<file path="src/rtl/adder_pipe.sv">
// Pipelined carry-chain adder/subtractor. The operands are split into STAGES
// chunks of CHUNK bits. Each stage sums one chunk and registers the carry into
// the next stage. Operands travel alongside the op so that later stages can
// reach their chunks. A single global advance signal gives full backpressure.
module adder_pipe #(
  parameter int unsigned WIDTH  = 32,
  parameter int unsigned STAGES = 4
) (
  input  logic             clk,
  input  logic             rst,
  input  logic             in_valid,
  output logic             in_ready,
  input  logic [WIDTH-1:0] a,
  input  logic [WIDTH-1:0] b,
  input  logic             cin,
  input  logic             sub,
  output logic             out_valid,
  input  logic             out_ready,
  output logic [WIDTH-1:0] result,
  output logic             cout,
  output logic             oflow,
  output logic             zero
);

  localparam int unsigned CHUNK = WIDTH / STAGES;

  // Per-stage registered state
  logic             valid_q [STAGES];
  logic             carry_q [STAGES];
  logic [WIDTH-1:0] sum_q   [STAGES];
  logic [WIDTH-1:0] opa_q   [STAGES];
  logic [WIDTH-1:0] opb_q   [STAGES];
  logic             oflow_q;
  logic             zero_q;

  // Values entering each stage, i.e. the next state of that stage's registers
  logic             valid_d [STAGES];
  logic             cy_in   [STAGES];
  logic [WIDTH-1:0] low_in  [STAGES];
  logic [WIDTH-1:0] opa_d   [STAGES];
  logic [WIDTH-1:0] opb_d   [STAGES];
  logic [CHUNK:0]   part    [STAGES];
  logic [WIDTH-1:0] sum_d   [STAGES];
  logic             carry_d [STAGES];
  logic             oflow_d;
  logic             zero_d;

  logic adv;

  assign adv       = out_ready | ~valid_q[STAGES-1];
  assign in_ready  = adv;
  assign out_valid = valid_q[STAGES-1];
  assign result    = sum_q[STAGES-1];
  assign cout      = carry_q[STAGES-1];
  assign oflow     = oflow_q;
  assign zero      = zero_q;

  // Stage inputs and per-chunk sums; subtraction is folded in at stage 0
  always_comb begin
    valid_d[0] = in_valid;
    opa_d[0]   = a;
    opb_d[0]   = sub ? ~b : b;
    low_in[0]  = '0;
    cy_in[0]   = sub ? 1'b1 : cin;
    for (int unsigned k = 1; k < STAGES; k++) begin
      valid_d[k] = valid_q[k-1];
      opa_d[k]   = opa_q[k-1];
      opb_d[k]   = opb_q[k-1];
      low_in[k]  = sum_q[k-1];
      cy_in[k]   = carry_q[k-1];
    end
    for (int unsigned k = 0; k < STAGES; k++) begin
      part[k]    = {1'b0, opa_d[k][k*CHUNK +: CHUNK]}
                 + {1'b0, opb_d[k][k*CHUNK +: CHUNK]}
                 + {{CHUNK{1'b0}}, cy_in[k]};
      sum_d[k]   = low_in[k];
      sum_d[k][k*CHUNK +: CHUNK] = part[k][CHUNK-1:0];
      carry_d[k] = part[k][CHUNK];
    end
    zero_d  = (sum_d[STAGES-1] == '0);
    oflow_d = (opa_d[STAGES-1][WIDTH-1] == opb_d[STAGES-1][WIDTH-1]) &&
              (sum_d[STAGES-1][WIDTH-1] != opa_d[STAGES-1][WIDTH-1]);
  end

  // Pipeline registers: all stages move together on adv, hold otherwise
  always_ff @(posedge clk or posedge rst) begin
    if (rst) begin
      for (int unsigned k = 0; k < STAGES; k++) begin
        valid_q[k] <= 1'b0;
        carry_q[k] <= 1'b0;
        sum_q[k]   <= '0;
        opa_q[k]   <= '0;
        opb_q[k]   <= '0;
      end
      oflow_q <= 1'b0;
      zero_q  <= 1'b0;
    end else if (adv) begin
      for (int unsigned k = 0; k < STAGES; k++) begin
        valid_q[k] <= valid_d[k];
        carry_q[k] <= carry_d[k];
        sum_q[k]   <= sum_d[k];
        opa_q[k]   <= opa_d[k];
        opb_q[k]   <= opb_d[k];
      end
      oflow_q <= oflow_d;
      zero_q  <= zero_d;
    end
  end

endmodule

</file>
<file path="config.mk">
export PLATFORM = sky130hd
export DESIGN_NAME = adder_pipe
export DESIGN_NICKNAME = d
export VERILOG_FILES = /design/src/rtl/adder_pipe.sv
export SDC_FILE = /design/constraint.sdc
export NUM_CORES = 1
export LEC_CHECK = 0
export CORE_ASPECT_RATIO = 1.1
export CORE_MARGIN = 1
export CORE_UTILIZATION = 45
export CTS_CLUSTER_DIAMETER = 200
export DETAILED_ROUTE_END_ITERATION = 8
export PLACE_DENSITY = 0.7
export SETUP_SLACK_MARGIN = 0.3
export SLEW_MARGIN = 25
export SYNTH_ARGS = -nofsm -noshare
export SYNTH_HDL_FRONTEND = slang
export SYNTH_SLANG_ARGS = --single-unit
</file>
<file path="constraint.sdc">
create_clock -name clk -period 7.1 [get_ports clk]
set_clock_uncertainty 0.2 [all_clocks]
set_input_delay 2.13 -clock clk [delete_from_list [all_inputs] [get_ports clk]]
set_output_delay 2.13 -clock clk [all_outputs]
set_load 0.005 [all_outputs]
</file>
After elaboration in Yosys (flattened, before gate mapping). Index checks and enable logic that the tools add are counted.

Bits in registers: 282. Bits of input ports: 70. Output and inout bits: 37.

Reductions and logical operators: 2. Equality and inequality tests: 2. Add/subtract/negate cells: 8. Muxes and demuxes: 2. Bitwise operators: 3.

Operators by type and width (count): adder 8 x 8 -> 9 bit (4); adder 9 x 1 -> 9 bit (4); logical NOT 32 bit (1); 2-to-1 mux 32 bit (1); inverter 32 bit (1); == test 1 bit (1); logical AND 1 bit (1); 2-to-1 mux 1 bit (1); inequality test 1 bit (1); inverter 1 bit (1); bitwise OR 1 bit (1).

Longest topological paths before layout. Gate-level depths: netlist of run 1.

Depth in word-level cells: 4. Depth in mapped cells: 11. Gate-level depth less buffers: 10.

Worst setup path before layout of run 1. OpenSTA, ideal clock, no wires.

Kind: input to output. From: input out_ready. To: output in_ready. Path slack: 1.969 ns. Buffers on the path: 3. Required time: 4.770 ns. Stages: 5. Data arrival time: 2.801 ns. Cells stage by stage: nor2b_1 buf_8 inv_2 buf_2 buf_2.

Word-level cells in the longest chain between the ends: 1.

Ends and longest elaborated chain: start, declared (RTL line 18) `input logic out_ready,`; bitwise OR 1 bit (RTL line 50) `assign adv = out_ready | ~valid_q[STAGES-1];`; end, declared (RTL line 12) `output logic in_ready,`.

No other way between the ends.

Final worst setup path of run 1. Same ends and word-level chain as after synthesis.

==> reports/qor.log, run 1 <==
[run_status] outcome complete, no violations
[power] post-route total power 4.445 mW
[sta] count of final max-slew check failures 0
[logic_synthesis] primary flip-flop cell chosen by synthesis mapping sky130_fd_sc_hd__dfrtp_1
[grt] global-route wire length before repair 28370 um
[logic_synthesis] fraction of synthesized cell area taken by the top area cell type 55.08%
[detailed_routing] number of vias after detailed routing 6086
[sta] crit share post-route 79.13%
[cts] number of buffers added by the clock tree synthesis step 17
[logic_synthesis] Post-Synthesis Net Count 1034
[floorplanning] number of I/O pins 107
[logic_synthesis] share of synthesized area occupied by flip-flops and latches 55.08%
[floorplanning] Die Area 19330 sq um
[logic_synthesis] instance count of the mapped netlist 928
[logic_synthesis] synthesized area per cell 9.106 sq um
[worst_setup_path] critical path's largest stage delay 0.45 ns
[job] MaxCap Viol Count 0
[grt] total congestion overflow 0
[final_layout] post-route core utilization 55.82%
[logic_synthesis] cell types with the largest area share after synthesis sky130_fd_sc_hd__dfrtp_1, sky130_fd_sc_hd__nand2_1, sky130_fd_sc_hd__ha_1
[final_layout] nets@finish 1120
[cts] clock latency on the worst-skew pair 0.43 ns
[logic_synthesis] count of different cell masters after synthesis 40
[power] standby leakage power 4.986 nW
[worst_setup_path] largest fanout on the critical path 2
[placement] Setup WS pre-CTS 1.454 ns
[worst_hold_path] Hold/Removal Path Class reg -> reg
[cts] CTS tree built
[grt] Total GRT Usage 18.25%
[placement] global placer's final weighted congestion 0.7870
[worst_setup_path] required time of the critical path 4.77 ns
[cts] # hold bufs at CTS 0
[sta] post-route minimum period 5.618 ns
[sta] highest clock frequency the design can meet 0.1780 GHz
[power] Peak supply drop 0.2885 mV
[logic_synthesis] library cell with the largest summed area after synthesis sky130_fd_sc_hd__dfrtp_1
[detailed_routing] number of DRC violations after detailed-routing iteration 0 434
[cts] Max Buffers Root-to-Sink 2
[placement] Cells after DPL 1237
[sta] slew at the pin with the worst max-slew slack 0.9130 ns
[cts] total of cells resized after clock tree synthesis 0
[grt] number of antenna violations at the first check in global routing 0
[worst_setup_path] cell type of the slowest stage on the worst timing path sky130_fd_sc_hd__clkdlybuf4s50_1
[worst_setup_path] CP most frequent cell sky130_fd_sc_hd__clkdlybuf4s50_1
[logic_synthesis] share of flip-flops with an asynchronous set or reset 100.0%
[final_layout] number of standard cells in the layout, taps in and fillers out 1270
[grt] pin count of the biggest net entering global routing 208
[sta] Hold Vio Cnt, Final 0
[worst_setup_path] capturing element type of the critical path primary output
[sta] worst-case hold slack 0.2634 ns
[logic_synthesis] Ys Warns 0
[final_layout] sequential cell area 4654 sq um
[placement] IO Port Bufs 106
[logic_synthesis] EDFF count, synth 0
[cts] number of buffers inserted to repair setup after CTS 0
[logic_synthesis] post-synthesis sequential element count 186
[final_layout] count of inserted antenna diode cells 0
[grt] vias in the first global route 5826
[detailed_routing] per-cell via count in the routed design 4.792
[detailed_routing] total routed wirelength 16250 um
[floorplanning] core footprint 18410 sq um
[cts] Worst-path clk slew 0.07 ns
[detailed_routing] length of the first detailed-routing pass in iterations 4
[detailed_routing] count of unresolved DRC violations after routing 0
[sta] worst path setup slack after routing 1.482 ns
[final_layout] relative area change from synthesis to final layout 21.62%
[detailed_routing] final antenna-violating net count 0
[worst_setup_path] Worst Path Arrival 3.29 ns
[worst_setup_path] critical path, cell by cell clkdlybuf4s50_1 > nor2b_4 > inv_4 > clkdlybuf4s50_1
[final_layout] Fillers 1657
[cts] Sink Count 186
[final_layout] most common library cell in the layout ignoring fill and taps sky130_fd_sc_hd__nand2_1
[final_layout] commonest cells after routing, fill and taps aside sky130_fd_sc_hd__nand2_1, sky130_fd_sc_hd__dfrtp_1, sky130_fd_sc_hd__clkdlybuf4s50_1
[final_layout] layout cells sized above 1 4.382%
[sta] setup TNS 0 ns
[floorplanning] die span in x 132.7 um
[final_layout] Post-Layout Inst Area 10280 sq um
[logic_synthesis] netlist area before placement 8451 sq um
[worst_setup_path] crit path launch type primary input
[worst_setup_path] kind of critical path in -> out
[sta] # setup viols final 0
[power] power density over the cells 432.5 nW/um^2
[sta] remaining max-slew budget at the tightest pin 39.13%
[sta] setup repair after global routing missed its margin no
[placement] post-place instance area 9661 sq um
[cts] number of H-tree levels 4
[placement] DPL Wire Length 10640 um
[detailed_routing] average routed wire per standard cell 12.79 um
[floorplanning] Site Rows 52
[floorplanning] Initial Utilization 45.90%
[final_layout] area taken by multi-input logic gates 3495 sq um
[cts] Clock Tree Root sky130_fd_sc_hd__clkbuf_16
[floorplanning] height of the die 145.7 um
## path summary, 6_finish.rpt
path	start	to	slack [ns]	depth (start not counted)
max in group asynchronous	rst	opb_d[28]	3.84	4
min	result[16]	result[16]	0.26	2
min in group asynchronous	rst	opa_d[54]	1.91	3
min reg2reg	result[16]	result[16]	0.26	2
max	out_ready	in_ready	1.48	4
max reg2reg	out_valid	result[29]	4.35	5
## worst max-delay path, delay by kind of cell
family	cells	cell delay, ns
buf+inv	3	0.94
simple gates	1	0.22
## report_power, final
group	switching [mW]	internal [mW]	leakage, nW
Combinational	0.900	0.776	2.45
Sequential	0.297	1.53	2.24
Clock	0.433	0.509	0.289
## registers in the layout, summed over array words and instances (netlist names)
register   count
zero           1
oflow          1
carry_q        3
out_valid      1
result        32
low_in        48
opa_d         48
valid_d        3
cout           1
opb_d         48
## routing by layer
metal / track usage, % / up-vias / wire length, um
li1: - / 3123 / -
met1: 27.59 / 2814 / 8304
met2: 26.26 / 137 / 7074
met3: 4.075 / 12 / 708
met4: 5.172 / 0 / 161
met5: 0 / - / 0
## cells in the mapped netlist (6+ instances only)
library cell and number:
sky130_fd_sc_hd__nand2_1 419, sky130_fd_sc_hd__o21a_1 6, sky130_fd_sc_hd__a21oi_1 19, sky130_fd_sc_hd__buf_2 17, sky130_fd_sc_hd__o31ai_1 11, sky130_fd_sc_hd__o21ai_0 21
sky130_fd_sc_hd__ha_1 28, sky130_fd_sc_hd__o21bai_1 6, sky130_fd_sc_hd__dfrtp_1 186, sky130_fd_sc_hd__o21ai_1 26, sky130_fd_sc_hd__fa_1 8, sky130_fd_sc_hd__nor3_1 10
sky130_fd_sc_hd__xor2_1 13, sky130_fd_sc_hd__xnor2_1 34, sky130_fd_sc_hd__clkbuf_1 23, sky130_fd_sc_hd__nor2_1 27, sky130_fd_sc_hd__inv_1 23
## kinds of logic (layout without fill, tap and decap cells)
group	count (synthesis)	count (layout)	share of synthesized area, %
AND/OR/NAND/NOR	481	481	22.33
AO/OA/AOI/OAI	108	108	7.758
XOR/XNOR	47	47	4.871
flip-flops	186	186	55.08
adder cells (fa/ha/maj)	36	36	6.041
buffers and inverters	68	167	3.657
multiplexers	2	2	0.2665
## final cells by class
type                       instances  share of cell area [%]
multi-input combinational        674                   34.00
sequential                       186                   45.29
clock inverter                    14                   1.461
inverter                          24                  0.9374
clock buffer                      18                   4.273
timing repair buffer             111                   11.08
tap                              243                   2.958
(Power assumes the default switching activity.)
==> run 2, diff against run 1 <==
PLACE_DENSITY = 0.67   (was 0.7)
clock period = 5.8 ns   (was 7.1 ns; I/O delays follow)
==> run 2 against run 1 <==
Net effect: flip-flop and latch count unchanged; utilization increased by 0.26 points; sequential share of layout area decreased by 0.21 points.
==> reports/qor.log, run 2 (synthesis results as in run 1) <==
[detailed_routing] number of DRC violations after detailed-routing iteration 0 434
[worst_setup_path] capturing element type of the critical path primary output
[floorplanning] Site Rows 52
[cts] Worst-path clk slew 0.06 ns
[detailed_routing] total routed wirelength 16330 um
[sta] remaining max-slew budget at the tightest pin 40.74%
[detailed_routing] final antenna-violating net count 0
[worst_hold_path] Hold Path Cell Cnt 2
[cts] CTS tree built
[placement] global placer's final weighted congestion 0.7801
[worst_setup_path] family of cells with the greatest summed delay on the critical path buffers and inverters
[floorplanning] die span in x 132.7 um
[grt] global-route wire length before repair 28360 um
[floorplanning] height of the die 145.7 um
[worst_setup_path] critical path's largest stage delay 0.46 ns
[grt] pin count of the biggest net entering global routing 208
[floorplanning] core footprint 18410 sq um
[worst_setup_path] cell type of the slowest stage on the worst timing path sky130_fd_sc_hd__clkdlybuf4s50_1
[placement] IO Port Bufs 106
[final_layout] layout cells sized above 1 4.475%
[run_status] outcome complete, no violations
[floorplanning] number of I/O pins 107
[sta] highest clock frequency the design can meet 0.2070 GHz
[cts] number of buffers inserted to repair setup after CTS 0
[cts] number of H-tree levels 4
[power] standby leakage power 5.007 nW
[power] power density over the cells 534.6 nW/um^2
[final_layout] commonest cells after routing, fill and taps aside sky130_fd_sc_hd__nand2_1, sky130_fd_sc_hd__dfrtp_1, sky130_fd_sc_hd__clkdlybuf4s50_1
[cts] Clock Tree Root sky130_fd_sc_hd__clkbuf_16
[final_layout] count of inserted antenna diode cells 0
[final_layout] number of standard cells in the layout, taps in and fillers out 1271
[grt] vias in the first global route 5722
[floorplanning] Die Area 19330 sq um
[cts] total of cells resized after clock tree synthesis 0
[final_layout] relative area change from synthesis to final layout 22.18%
[final_layout] nets@finish 1121
[cts] clock latency on the worst-skew pair 0.43 ns
[placement] Cells after DPL 1239
[detailed_routing] per-cell via count in the routed design 4.755
[detailed_routing] average routed wire per standard cell 12.85 um
[worst_setup_path] CP most frequent cell sky130_fd_sc_hd__clkdlybuf4s50_1
[grt] number of antenna violations at the first check in global routing 0
[final_layout] Fillers 1664
[job] MaxCap Viol Count 0
[sta] count of final max-slew check failures 0
[worst_setup_path] Worst Path Arrival 2.89 ns
[power] post-route total power 5.519 mW
[final_layout] area taken by multi-input logic gates 3495 sq um
[worst_setup_path] largest fanout on the critical path 2
[placement] DPL Wire Length 10810 um
[power] Peak supply drop 0.2988 mV
[sta] post-route minimum period 4.831 ns
[sta] setup TNS 0 ns
[detailed_routing] count of unresolved DRC violations after routing 0
[detailed_routing] length of the first detailed-routing pass in iterations 5
[final_layout] sequential cell area 4654 sq um
[worst_setup_path] number of logic stages on the critical path including buffering 4
[sta] setup repair after global routing missed its margin no
[final_layout] most common library cell in the layout ignoring fill and taps sky130_fd_sc_hd__nand2_1
[grt] Total GRT Usage 18.27%
[floorplanning] Initial Utilization 45.90%
[cts] number of buffers added by the clock tree synthesis step 17
[cts] # hold bufs at CTS 0
[sta] Hold Vio Cnt, Final 0
[sta] slew at the pin with the worst max-slew slack 0.8889 ns
[worst_setup_path] sum of buffers and inverters on the critical path 3
[detailed_routing] number of vias after detailed routing 6044
[worst_setup_path] required time of the critical path 3.86 ns
[worst_setup_path] critical path, cell by cell clkdlybuf4s50_1 > nor2b_4 > inv_4 > clkdlybuf4s50_1
[worst_setup_path] number of cell instances on the worst register-to-register path 5
[sta] crit share post-route 83.29%
[worst_setup_path] kind of critical path in -> out
[worst_hold_path] Hold/Removal Path Class reg -> reg
[sta] # setup viols final 0
[worst_setup_path] crit path launch type primary input
[cts] Max Buffers Root-to-Sink 2
[cts] Sink Count 186
[grt] total congestion overflow 0
run 2: power by group:
group          switching, mW  internal (mW)
sequential             0.361           1.88
combinational           1.11          0.952
clock                  0.493          0.731
run 2: per-stage QoR:
stage / hold slack [ns] / utilization (%) / instance area (sq um) / setup WS, ns
floorplan: 0.2300 / - / 8454 / 1.449
global placement: 0.2503 / 52.62 / 9688 / 0.9523
finish: 0.2634 / 56.07 / 10320 / 0.9689
global route: 0.2808 / 56.07 / 10320 / 0.9348
CTS: 0.2702 / 56.07 / 10320 / 0.9447
detailed placement: 0.2553 / 52.62 / 9688 / 0.9447
run 2: path summary, 6_finish.rpt:
path	from	slack, ns	end
hold reg to reg	result[22]	0.26	result[22]
setup reg to reg	out_valid	3.02	result[29]
min in group asynchronous	rst	1.59	opa_d[50]
hold / removal	result[22]	0.26	result[22]
max in group asynchronous	rst	3.20	low_in[17]
setup / recovery	out_ready	0.97	in_ready
run 2: worst min-delay path, stage by stage, from the launching register on:
cell	delay (ns)
sky130_fd_sc_hd__dfrtp_1	0.34
sky130_fd_sc_hd__nand2_1	0.05
sky130_fd_sc_hd__nand2_1	0.05
run 2: per-layer routing:
layer  track usage [%]  up-vias  wire (um)  share of wire (%)
met2             26.21      113       7167                 44
met1             27.61     2787       8332                 51
met4             5.517        0        201                1.2
met5                 0        -          0                  0
met3             4.040       14        627                3.8
li1                  -     3130          -                  -
run 2: final cells by class:
cell class,count,area share [%]
Sequential cell,186,45.08
Multi-Input combinational cell,674,33.85
Timing Repair Buffer,112,11.03
Clock buffer,21,4.653
Tap cell,243,2.945
Clock inverter,11,1.515
Inverter,24,0.9331
